File: src/rtl/press_classifier.sv
// Turns the debounced button level into one-cycle short, double, long and
// auto-repeat events, plus a press_rise edge pulse, all registered on clk_100hz.
module press_classifier #(
    parameter int LONG_TICKS   = 100,
    parameter int REPEAT_TICKS = 20,
    parameter int DBL_TICKS    = 30
) (
    input  logic       clk_100hz,
    input  logic       rst,
    input  logic       pb_debounced,
    output logic       press_rise,
    output logic       short_press,
    output logic       double_press,
    output logic       long_press,
    output logic       repeat_tick,
    output logic [2:0] state
);

    typedef enum logic [2:0] {
        IDLE   = 3'd0,
        PRESS1 = 3'd1,
        WAIT2  = 3'd2,
        PRESS2 = 3'd3,
        HOLD   = 3'd4
    } state_t;

    // Terminal counts; every compare lands before the 8-bit counters could wrap.
    localparam logic [7:0] LONG_LAST   = 8'(LONG_TICKS - 1);
    localparam logic [7:0] REPEAT_LAST = 8'(REPEAT_TICKS - 1);
    localparam logic [7:0] DBL_LAST    = 8'(DBL_TICKS - 1);

    state_t     st;
    logic       pb_prev;
    logic [7:0] cnt;
    logic [7:0] rep_cnt;

    assign state = st;

    always_ff @(posedge clk_100hz or negedge rst) begin
        if (!rst) begin
            st           <= IDLE;
            pb_prev      <= 1'b0;
            cnt          <= 8'd0;
            rep_cnt      <= 8'd0;
            press_rise   <= 1'b0;
            short_press  <= 1'b0;
            double_press <= 1'b0;
            long_press   <= 1'b0;
            repeat_tick  <= 1'b0;
        end else begin
            pb_prev      <= pb_debounced;
            press_rise   <= pb_debounced & ~pb_prev;
            short_press  <= 1'b0;
            double_press <= 1'b0;
            long_press   <= 1'b0;
            repeat_tick  <= 1'b0;

            case (st)
                IDLE: begin
                    if (pb_debounced) begin
                        st  <= PRESS1;
                        cnt <= 8'd0;
                    end
                end

                PRESS1: begin
                    if (pb_debounced) begin
                        if (cnt == LONG_LAST) begin
                            long_press <= 1'b1;
                            st         <= HOLD;
                            rep_cnt    <= 8'd0;
                        end else begin
                            cnt <= cnt + 8'd1;
                        end
                    end else begin
                        st  <= WAIT2;
                        cnt <= 8'd0;
                    end
                end

                // A press on the final window cycle still wins over the short event.
                WAIT2: begin
                    if (pb_debounced) begin
                        st <= PRESS2;
                    end else if (cnt == DBL_LAST) begin
                        short_press <= 1'b1;
                        st          <= IDLE;
                    end else begin
                        cnt <= cnt + 8'd1;
                    end
                end

                // Second press has no hold limit and never escalates to long_press.
                PRESS2: begin
                    if (!pb_debounced) begin
                        double_press <= 1'b1;
                        st           <= IDLE;
                    end
                end

                HOLD: begin
                    if (!pb_debounced) begin
                        st <= IDLE;
                    end else if (rep_cnt == REPEAT_LAST) begin
                        repeat_tick <= 1'b1;
                        rep_cnt     <= 8'd0;
                    end else begin
                        rep_cnt <= rep_cnt + 8'd1;
                    end
                end

                default: st <= IDLE;
            endcase
        end
    end

endmodule

File: config.mk
export PLATFORM = sky130hd
export DESIGN_NAME = press_classifier
export DESIGN_NICKNAME = d
export VERILOG_FILES = /design/src/rtl/press_classifier.sv
export SDC_FILE = /design/constraint.sdc
export NUM_CORES = 1
export LEC_CHECK = 0
export CAP_MARGIN = 20
export CORE_MARGIN = 3
export CORE_UTILIZATION = 31
export DETAILED_ROUTE_END_ITERATION = 16
export SYNTH_ARGS = -nofsm -noshare
export SYNTH_HDL_FRONTEND = slang
export SYNTH_SLANG_ARGS = --single-unit
File: constraint.sdc
create_clock -name clk_100hz -period 1.6 [get_ports clk_100hz]
set_input_delay 0.4 -clock clk_100hz [delete_from_list [all_inputs] [get_ports clk_100hz]]
set_output_delay 0.4 -clock clk_100hz [all_outputs]
set_load 0.05 [all_outputs]
==> Word-level counts from Yosys, hierarchy flattened <==
Index checks and enable logic that the tools add are counted.
{ "classes": {"n_reduce_logical": 7, "add_sub_neg": 2, "n_mux": 29, "bitwise_logic": 2, "eq_ne": 17} }
{ "ops": {"columns": ["operator", "n"], "rows": [
  ["$mux 8", 9],
  ["$pmux 8 s3", 1],
  ["$mux 3", 6],
  ["$add 8x1->8 const B", 2],
  ["$eq 8x5->1 const B", 2],
  ["$pmux 8 s2", 1],
  ["$ne 2x2->1 const B", 7],
  ["$pmux 3 s4", 1],
  ["$mux 1", 11],
  ["$ne 3x3->1 const B", 3],
  ["$eq 8x7->1 const B", 1],
  ["$reduce_and 4->1", 2],
  ["$eq 3x2->1 const B", 2],
  ["$reduce_and 5->1", 1],
  ["$eq 3x1->1 const B", 1],
  ["$eq 3x3->1 const B", 1],
  ["$logic_not 3->1", 1],
  ["$reduce_bool 3->1", 1],
  ["$reduce_bool 2->1", 1],
  ["$reduce_or 2->1", 1],
  ["$and 1x1->1", 1],
  ["$not 1->1", 1]
]} }
{ "totals": {"word_cells": 66, "register_bits": 25, "output_inout_bits": 8} }

==> Depth between registers and ports, before layout <==
Gate-level depths: netlist (run 1).
{ "logic_depth": {"ltp_word": 4, "ltp_mapped": 6, "ltp_nobuf": 6} }

==> Worst setup path after synthesis (run 1) <==
No wires, ideal clock.
{ "synth_timing": {"kind": "register -> register", "startpoint": "reg st[0] (netlist: state[0])", "endpoint": "reg cnt[2]", "stages_incl_launch_ff": 6, "synth_period_minus_slack_ps": 1832, "setup_time_ps": 78, "setup_slack_ps": -232, "arrival_time_ps": 1754, "required_time_ps": 1522, "cell_sequence": "dfrtp_1 -> buf_6 -> nor4b_4 -> o21ai_4 -> a2111o_1 -> a21boi_1"} }
{ "synth_between": {"elab_chain_cells": 3, "word_cells_on_any_way": 10} }
{ "synth_lines": {"columns": ["element", "line_no", "source"], "rows": [
  ["start: declaration", "32", "state_t st;"],
  ["start signal: assignment", "41", "st <= IDLE;"],
  ["start signal: assignment", "61", "st <= PRESS1;"],
  ["start signal: assignment", "70", "st <= HOLD;"],
  ["$eq 3x1->1 (tied with other cells)", "58", "case (st)"],
  ["$ne 3x3->1 (no source line) (tied with other cells)", null, null],
  ["$reduce_and 5->1 (no source line)", null, null],
  ["end signal: assignment", "73", "cnt <= cnt + 8'd1;"],
  ["end signal: assignment", "89", "cnt <= cnt + 8'd1;"],
  ["end: declaration", "34", "logic [7:0] cnt;"]
]} }
Parallel ways exist; a longest one is shown, timed or not.
A chain may end at the register's enable or synchronous reset.

==> Worst setup path in the final report (run 1) <==
{ "layout_timing": {"startpoint": "reg cnt[1]", "endpoint": "reg cnt[0]"} }
{ "layout_between": {"elab_chain_cells": 3, "word_cells_on_any_way": 5} }
{ "layout_lines": {"columns": ["element", "line_no"], "rows": [
  ["$eq 8x7->1 or $eq 8x5->1 (tied branches)", "68, 85"],
  ["$ne 3x3->1 (no source line) or $ne 2x2->1 (tied branches)", null],
  ["$reduce_and 5->1 (no source line) *", null]
]} }
Mark *: on every way between the ends. The rest lies on a longest branch, timed or not.

==> impl_metrics.tcl, run 1 <==
set metrics [dict create \
    fmax_ghz 0.538 \
    cts_hold_buf 0 \
    first_pass_iters 4 \
    synthesis.area_mm2 0.00141 \
    holdCritStartpoint "pb_prev$_DFF_PN0_" \
    hold_class "register to register" \
    synth_cells 138 \
    grt_pass1_vias 1275 \
    ioPinCount 11 \
    grt-ovfl-total 0 \
    crit_start "cnt[1]$_DFFE_PN0P_" \
    ff2ff_path_depth 7 \
    worstHoldPathCells 1 \
    drive_gt1_frac 0.413 \
    yosys_register_bits 25 \
    fin_crit_sh 1.16 \
    ant_nets 0 \
    crit_chain "inv_2, ha_4, or4b_4, o21ai_4, buf_6, a21boi_4, mux2i_1" \
    fin_crit_ps 1860 \
    via_count 1241 \
    critPathKind "register to register" \
    synth_fp_nets 144 \
    fin_ws_ps -260 \
    yosysMostFrequentCell "dfrtp_1" \
    r2r_setup_slack_ps -260 \
    critPathRequiredTime_ps 1750 \
    viasPerCell 5.19 \
    ys_top_cells_by_area "dfrtp_1, mux2i_1, nand2_1, nand3_1, inv_1" \
    whs_ps 399 \
    cts_tree "yes" \
    path_max_fanout 8 \
    critPathLaunchType "register" \
    synthTopCellsByCount "dfrtp_1, nand2_1, inv_1" \
    drtIter0Drc 49 \
    grt_max_degree 26 \
    ys_types 42 \
    p_leak_nw 0.940 \
    yosysWarnings 0 \
    antenna_found_initial 0 \
    grt_setup_unrepaired "true" \
    clock_skew_ps 3.27 \
    drc 0 \
    dp_hpwl_mm 2.35 \
    coreArea_mm2 0.00420 \
    area_growth_pct 48.3 \
    dieArea_mm2 0.00539 \
    io_buffers 10 \
    violations "negative setup slack" \
    initial_core_util 0.335 \
    hold_viol_final 0 \
    cts.reportedPaths.clkPinSlew_ps 90 \
    crit_path_top_delay_cell "or4b_4" \
    worst-slew-pin-transition_ps 424 \
    use_met2 0.235 \
    grt_use_total 0.134 \
    worstSetupEndpointType "register" \
    avgRoutedWirePerCell_um 13.7 \
    ys_seq_area_frac 0.444 \
    yosys.area.top_type "dfrtp_1" \
    synthFlopType "dfrtp_1" \
    grt_use_met1 0.169 \
    htree_levels 1 \
    async_flop_share 1.00 \
    worstHoldEndpoint "press_rise$_DFF_PN0_" \
    max_slew_margin 0.717 \
    placementRows 23 \
    slew_viol_final 0 \
    finalSetupViolations 19 \
    antenna_cells 0 \
    place.gp.congestion 0.839 \
    multi_input_area_um2 810 \
    power.density_mw_per_mm2 782 \
    die_h_um 73.4 \
    report.power.total_mw 1.63 \
    busiest_layer "met2" \
    crit_buf_inv 2 \
    cts_sinks 25 \
    synth-edff-count 0 \
    clk_path_buf_depth 2 \
    avgSynthCellArea_um2 10.2 \
    rr_endpoint "cnt[0]$_DFFE_PN0P_" \
    crit_family "simple AND/OR/NAND/NOR gates" \
    root_buffer "clkbuf_8" \
    regArea_um2 629 \
    routed_wl_mm 3.27 \
    n_fill_cell 368 \
    synth.top_cell.area_share 0.444 \
    crit_path_max_incr_delay_ps 480 \
    grt_pass1_wl_mm 5.70 \
    clkLatencyLatePin_ps 270 \
    r2r_start "cnt[1]$_DFFE_PN0P_" \
    ir_worst_vdd_mv 0.337 \
    grt.met3_usage 0.0274 \
    die_w_um 73.4 \
    final_nets 196 \
    pre_cts_ws_ps -515 \
    max_cap_viol_count 0 \
    status "finished with violations" \
    worstPathArrival_ps 2010 \
    cts_buffers 3 \
]
stage by stage:
stage | cell area, um^2 | util | TNS [ps] | instances
after floorplan | 1430 | - | -362 | 138
after global placement | 1870 | 0.445 | -6770 | 223
after detailed placement | 1870 | 0.445 | -7400 | 223
after CTS | 2040 | 0.486 | -2600 | 235
after global routing | 2090 | 0.497 | -5070 | 239
final | 2090 | 0.497 | -3510 | 239
routing by layer:
| layer | wire length, um | part of all wire |
|---|---|---|
| met5 | 0 | 0 |
| met4 | 10 | 0.0031 |
| met3 | 105 | 0.032 |
| met2 | 1670 | 0.51 |
| met1 | 1490 | 0.45 |
area by class of cell:
class                   instances  share of cell area
repair buffers                 51               0.238
inverters                      11              0.0198
flip-flops and latches         25               0.301
well taps                      50              0.0299
clock buffers                   3              0.0198
clock inverters                 1             0.00359
multi-input cells              98               0.387
report_power, final:
part / leakage, nW / internal [mW] / switching (mW)
sequential: 0.314 / 0.667 / 0.0530
combinational: 0.604 / 0.295 / 0.234
clock: 0.0217 / 0.176 / 0.208
total: 0.940 / 1.14 / 0.496
logic make-up (layout without fill, tap and decap cells):
logic type / after synthesis / count (layout) / share of synthesized area
XOR/XNOR: 1 / 1 / 0.00622
adder cells (fa/ha/maj): 3 / 3 / 0.0266
buffers and inverters: 15 / 66 / 0.0462
multiplexers: 6 / 6 / 0.0426
AO/OA/AOI/OAI: 34 / 34 / 0.191
AND/OR/NAND/NOR: 54 / 54 / 0.243
flip-flops: 25 / 25 / 0.444
worst register-to-register path, stage by stage, from the launching register on:
cell      delay [ps]
dfrtp_1          400
inv_2             90
ha_4             130
or4b_4           480
o21ai_4          250
buf_6            130
a21boi_4         170
mux2i_1           80
worst max-delay path by stage:
stage | end | cells past startpoint | slack [ps]
floorplan | cnt[5]$_DFFE_PN0P_ | 5 | -50
global placement | cnt[3]$_DFFE_PN0P_ | 5 | -430
detailed placement | cnt[7]$_DFFE_PN0P_ | 5 | -520
CTS | cnt[1]$_DFFE_PN0P_ | 7 | -270
global route | cnt[0]$_DFFE_PN0P_ | 7 | -330
finish | cnt[0]$_DFFE_PN0P_ | 7 | -260
repair_timing:
action	CTS	global route
setup endpoints to repair	17	18
buffers inserted	8	4
gates resized for setup	16	3
pin swaps	9	2
placed cells by master, fill, tap and decap left out, types with 2 or more instances in the layout:
cell type  Yosys  layout
nand2_1       14      12
a32o_1         2       2
buf_12         0       8
nor4b_2        1       2
mux2i_1        6       6
clkbuf_8       0       3
dfrtp_2        0       3
a22oi_1        4       3
inv_2          0       2
dfrtp_1       25      22
a211oi_2       0       4
buf_4          0      38
nand2b_1       5       5
nand3_1        9       9
inv_1         11       9
nand4_1        3       3
ha_1           3       2
o211ai_1       3       3
nand2_2        0       2
nor2_1         3       3
buf_6          1       3
a21oi_1        3       3
a21boi_4       1       2
and3_1         6       6
a22o_1         2       2
o21ai_4        1       2
o22ai_1        5       4
registers in the layout, summed over array words and instances, names as in the netlist:
name          count
cnt               8
rep_cnt           8
state             3
double_press      1
long_press        1
pb_prev           1
press_rise        1
repeat_tick       1
short_press       1
Note: power is estimated with default switching activity, not from simulation.
==> inputs of run 2 (changes only) <==
- PLACE_DENSITY_LB_ADDON: default -> 0.05
==> run 2 against run 1 <==
Combinational power is 16% lower. The flow still finishes with violations (negative setup slack). Wire length is 3.3% lower. Critical path depth is 1 lower. Utilization is 2.5 points lower. Setup slack better by 97 ps. Global-route usage is 0.78 points lower. Largest cell class unchanged.
==> impl_metrics.tcl, run 2 (synthesis results as in run 1) <==
set metrics [dict create \
    status "finished with violations" \
    violations "negative setup slack" \
    die_h_um 73.4 \
    intPower_mw 1.08 \
    crit_path_top_delay_cell "or4b_4" \
    path_max_fanout 8 \
    worstPathArrival_ps 1920 \
    setup-tns-final_ps -1080 \
    critPathLaunchType "register" \
    swShare 0.301 \
    fin_crit_ps 1760 \
    cts_hold_buf 0 \
    grt_pass1_wl_mm 5.26 \
    layout_common_cells "buf_4, dfrtp_1, nand2_1" \
    crit_chain "inv_2, ha_4, or4b_4, o21ai_4, a21boi_4, o22ai_2" \
    fin_cells 230 \
    cts_buffers 3 \
    worstHoldPathCells 1 \
    clk_path_buf_depth 2 \
    max_cap_viol_count 0 \
    clock_skew_ps 3.76 \
    antenna_found_initial 0 \
    dp_hpwl_mm 2.29 \
    coreArea_mm2 0.00420 \
    dieArea_mm2 0.00539 \
    critPathRequiredTime_ps 1750 \
    io_buffers 10 \
    max_slew_margin 0.621 \
    cts_tree "yes" \
    ioPinCount 11 \
    clkLatencyLatePin_ps 270 \
    htree_levels 1 \
    placementRows 23 \
    drtIter0Drc 67 \
    routed_wl_mm 3.16 \
    p_switching_mw 0.466 \
    power_frac_seq 0.463 \
    first_pass_iters 4 \
    worst-slew-pin-transition_ps 565 \
    pwr-share-comb 0.286 \
    cts.reportedPaths.clkPinSlew_ps 90 \
    cts_sinks 25 \
    power.density_mw_per_mm2 779 \
    report.power.total_mw 1.55 \
    grt_max_degree 26 \
    fin_crit_sh 1.10 \
    drc 0 \
    finalSetupViolations 13 \
    power_frac_clock 0.251 \
    initial_core_util 0.335 \
    slew_viol_final 0 \
    drive_gt1_frac 0.350 \
    final_common_cell "buf_4" \
    grt-ovfl-total 0 \
    worstSetupEndpointType "register" \
    hold_class "register to register" \
    area_growth_pct 40.8 \
    grt_use_total 0.126 \
    whs_ps 401 \
    ff2ff_path_depth 6 \
    antenna_cells 0 \
    critPathKind "register to register" \
    hold_viol_final 0 \
    place.gp.congestion 0.780 \
    dp_cells 222 \
    ir_worst_vdd_mv 0.424 \
    crit_path_max_incr_delay_ps 480 \
    ant_nets 0 \
    p_leak_nw 0.887 \
    fin_ws_ps -163 \
    final_nets 187 \
    via_count 1211 \
    avgRoutedWirePerCell_um 13.8 \
    grt_pass1_vias 1095 \
    die_w_um 73.4 \
    grt_setup_unrepaired "true" \
    root_buffer "clkbuf_8" \
    fmax_ghz 0.567 \
    viasPerCell 5.27 \
]
[run 2: per-layer routing]
layer	GRT usage	up-vias	share of wire	wire [um]
met3	0.0383	2	0.046	144
met1	0.180	589	0.51	1600
met2	0.187	19	0.44	1400
met4	0.0302	0	0.0060	19
li1	-	601	-	-
met5	0	-	0	0
[run 2: worst max-delay path: cells and delay by family, from the launching register on]
| kind | cells | cell delay (ps) |
|---|---|---|
| and+or+nand+nor | 1 | 480 |
| DFF | 1 | 400 |
| adders and majority gates | 1 | 120 |
| buffers and inverters | 1 | 80 |
| AOI/OAI and AO/OA | 3 | 560 |
[run 2: worst paths after layout]
path	startpoint	to	slack [ps]
worst max register to register	cnt[1]$_DFFE_PN0P_	cnt[1]$_DFFE_PN0P_	-160
min in group asynchronous	rst	double_press$_DFF_PN0_	490
worst min register to register	pb_prev$_DFF_PN0_	press_rise$_DFF_PN0_	400
max in group asynchronous	rst	state[2]$_DFFE_PN0P_	850
worst max-delay path	cnt[1]$_DFFE_PN0P_	cnt[1]$_DFFE_PN0P_	-160
worst min-delay path	pb_prev$_DFF_PN0_	press_rise$_DFF_PN0_	400
[run 2: final cells by class]
type                       count  area (um^2)
clock buffer                   3         41.3
timing repair buffer          41          412
sequential                    25          629
multi-input combinational     99          790
inverter                      11         41.3
clock inverter                 1         7.51
fill                         399         2220
tap                           50         62.6
[run 2: metrics by stage]
step	area, um^2	worst slack, ps	utilization
floorplan	1430	-45.7	-
global placement	1860	-445	0.443
detailed placement	1860	-489	0.443
CTS	1950	-211	0.465
global route	1980	-265	0.472
finish	1980	-163	0.472
[run 2: repair_timing]
item                                    4_1_cts  5_1_grt
endpoints found under the setup margin       16       16
resized for setup                             8        2
buffers inserted                              2        1
gates cloned                                  0        1
pin swaps                                     6        4
[run 2: power groups by stage]
stage / Combinational [mW] / Sequential (mW) / Clock [mW]
3_5_place_dp: 0.381 / 0.722 / 0
3_3_place_gp: 0.379 / 0.721 / 0
5_1_grt: 0.483 / 0.722 / 0.447
6_report: 0.443 / 0.715 / 0.388
2_1_floorplan: 0.173 / 0.748 / 0
4_1_cts: 0.416 / 0.716 / 0.413
==> inputs of run 3 (changes only) <==
- CORE_MARGIN: 3 -> default
==> run 3 against run 2 <==
Combinational power increased by 6.5%. Largest cell class unchanged. Clock power grew 3%. Highest routed layer unchanged. Final cell count up 2.2%. Sequential power decreased by 0.8%. Critical path depth grew 1. Final area grew 3.6%. Maximum frequency decreased by 0.24%. Global-route usage grew 2.1 points. Wire length up 4.4%. The run still ends with negative setup slack left.
==> impl_metrics.tcl, run 3 (synthesis results as in run 1) <==
set metrics [dict create \
    status "finished with violations" \
    violations "negative setup slack" \
    report.power.total_mw 1.58 \
    drive_gt1_frac 0.388 \
    power.density_mw_per_mm2 770 \
    routed_wl_mm 3.30 \
    critPathRequiredTime_ps 1750 \
    design_area_mm2 0.00205 \
    dp_hpwl_mm 2.37 \
    final_common_cell "buf_4" \
    first_pass_iters 5 \
    grt_pass1_wl_mm 5.80 \
    critPathCapture "cnt[4]$_DFFE_PN0P_" \
    grt_use_total 0.147 \
    regArea_um2 629 \
    slew_viol_final 0 \
    ff2ff_path_depth 7 \
    cts_tree "yes" \
    avgRoutedWirePerCell_um 14.1 \
    whs_ps 403 \
    clock_skew_ps 4.80 \
    path_max_fanout 7 \
    p_leak_nw 0.911 \
    coreArea_mm2 0.00435 \
    drtIter0Drc 77 \
    initial_core_util 0.324 \
    clkLatencyLatePin_ps 270 \
    fin_crit_ps 1770 \
    max_cap_viol_count 0 \
    fin_ws_ps -167 \
    drc 0 \
    grt_max_degree 26 \
    placementRows 24 \
    grt.met3_usage 0.0174 \
    die_h_um 69.4 \
    hold_class "register to register" \
    n_fill_cell 416 \
    hold_viol_final 0 \
    finalSetupViolations 11 \
    die_w_um 69.4 \
    clk_path_buf_depth 2 \
    cts_hold_buf 0 \
    grt-ovfl-total 0 \
    critPathLaunchType "register" \
    ant_nets 0 \
    r2r_setup_slack_ps -170 \
    cts.reportedPaths.clkPinSlew_ps 100 \
    busiest_layer "met2" \
    critPathKind "register to register" \
    antenna_cells 0 \
    ir_worst_vdd_mv 0.311 \
    ioPinCount 11 \
    antenna_found_initial 0 \
    crit_start "cnt[1]$_DFFE_PN0P_" \
    grt_pass1_vias 1245 \
    htree_levels 1 \
    fin_crit_sh 1.10 \
    dpl_cell_area_mm2 0.00187 \
    place.gp.congestion 0.837 \
    final_nets 190 \
    dieArea_mm2 0.00482 \
    dp_cells 225 \
    cts_sinks 25 \
    viasPerCell 5.21 \
    via_count 1225 \
    grt_setup_unrepaired "true" \
    worstPathArrival_ps 1920 \
    worst-slew-pin-transition_ps 460 \
    cts_buffers 3 \
    fmax_ghz 0.566 \
    area_growth_pct 45.8 \
    use_met2 0.249 \
    worstSetupEndpointType "register" \
    grt_use_met1 0.198 \
    r2r_start "cnt[1]$_DFFE_PN0P_" \
    layout_common_cells "buf_4, dfrtp_1, nand2_1" \
    root_buffer "clkbuf_8" \
    multi_input_area_um2 806 \
    fin_cells 235 \
    max_slew_margin 0.693 \
    io_buffers 10 \
    rr_endpoint "cnt[4]$_DFFE_PN0P_" \
]
-- run 3: changes by cell type in the layout (fill, tap and decap cells not counted), sizes merged --
cell    before  now
a21boi       4    3
buf         39   43
-- run 3: critical path, stage by stage (launching register included) --
cell and delay (ps):
dfrtp_1 400, inv_2 80, ha_4 130, or4b_4 480, o21ai_4 180, buf_12 150
a211oi_1 80, mux2i_1 150
-- run 3: repair_timing --
action	in CTS	in global routing
gates cloned	0	0
pin swaps	7	9
setup endpoints to repair	16	16
buffers inserted	4	2
resized for setup	14	5
-- run 3: how the worst min path moves through the flow --
stage,depth (start not counted),startpoint,end,slack [ps]
6_report,1,pb_prev$_DFF_PN0_,press_rise$_DFF_PN0_,400
5_1_grt,1,pb_prev$_DFF_PN0_,press_rise$_DFF_PN0_,420
4_1_cts,1,pb_prev$_DFF_PN0_,press_rise$_DFF_PN0_,410
3_5_place_dp,1,pb_prev$_DFF_PN0_,press_rise$_DFF_PN0_,390
3_3_place_gp,1,pb_prev$_DFF_PN0_,press_rise$_DFF_PN0_,390
2_1_floorplan,0,rst,cnt[0]$_DFFE_PN0P_,100
-- run 3: final cells by class --
class                      instances  area share
clock inverter                     1     0.00365
sequential                        25       0.306
timing repair buffer              45       0.225
tap                               52      0.0317
multi-input combinational         98       0.392
clock buffer                       3      0.0201
inverter                          11      0.0213
-- run 3: per-stage QoR --
stage	util	setup WS (ps)	setup TNS, ps
6_report	0.472	-167	-1150
3_3_place_gp	0.430	-454	-6290
5_1_grt	0.472	-218	-2140
2_1_floorplan	-	-45.7	-362
4_1_cts	0.462	-174	-1310
3_5_place_dp	0.430	-514	-6610
-- run 3: power breakdown --
group	internal, mW	switching (mW)	leakage (nW)
registers	0.668	0.0410	0.314
clock network	0.177	0.225	0.0217
logic	0.245	0.227	0.575
-- run 3: layer usage --
metal / vias up / routed length, um / share of wire
li1: 599 / - / -
met1: 605 / 1620 / 0.49
met2: 19 / 1570 / 0.48
met3: 2 / 89 / 0.027
met4: 0 / 19 / 0.0058
met5: - / 0 / 0
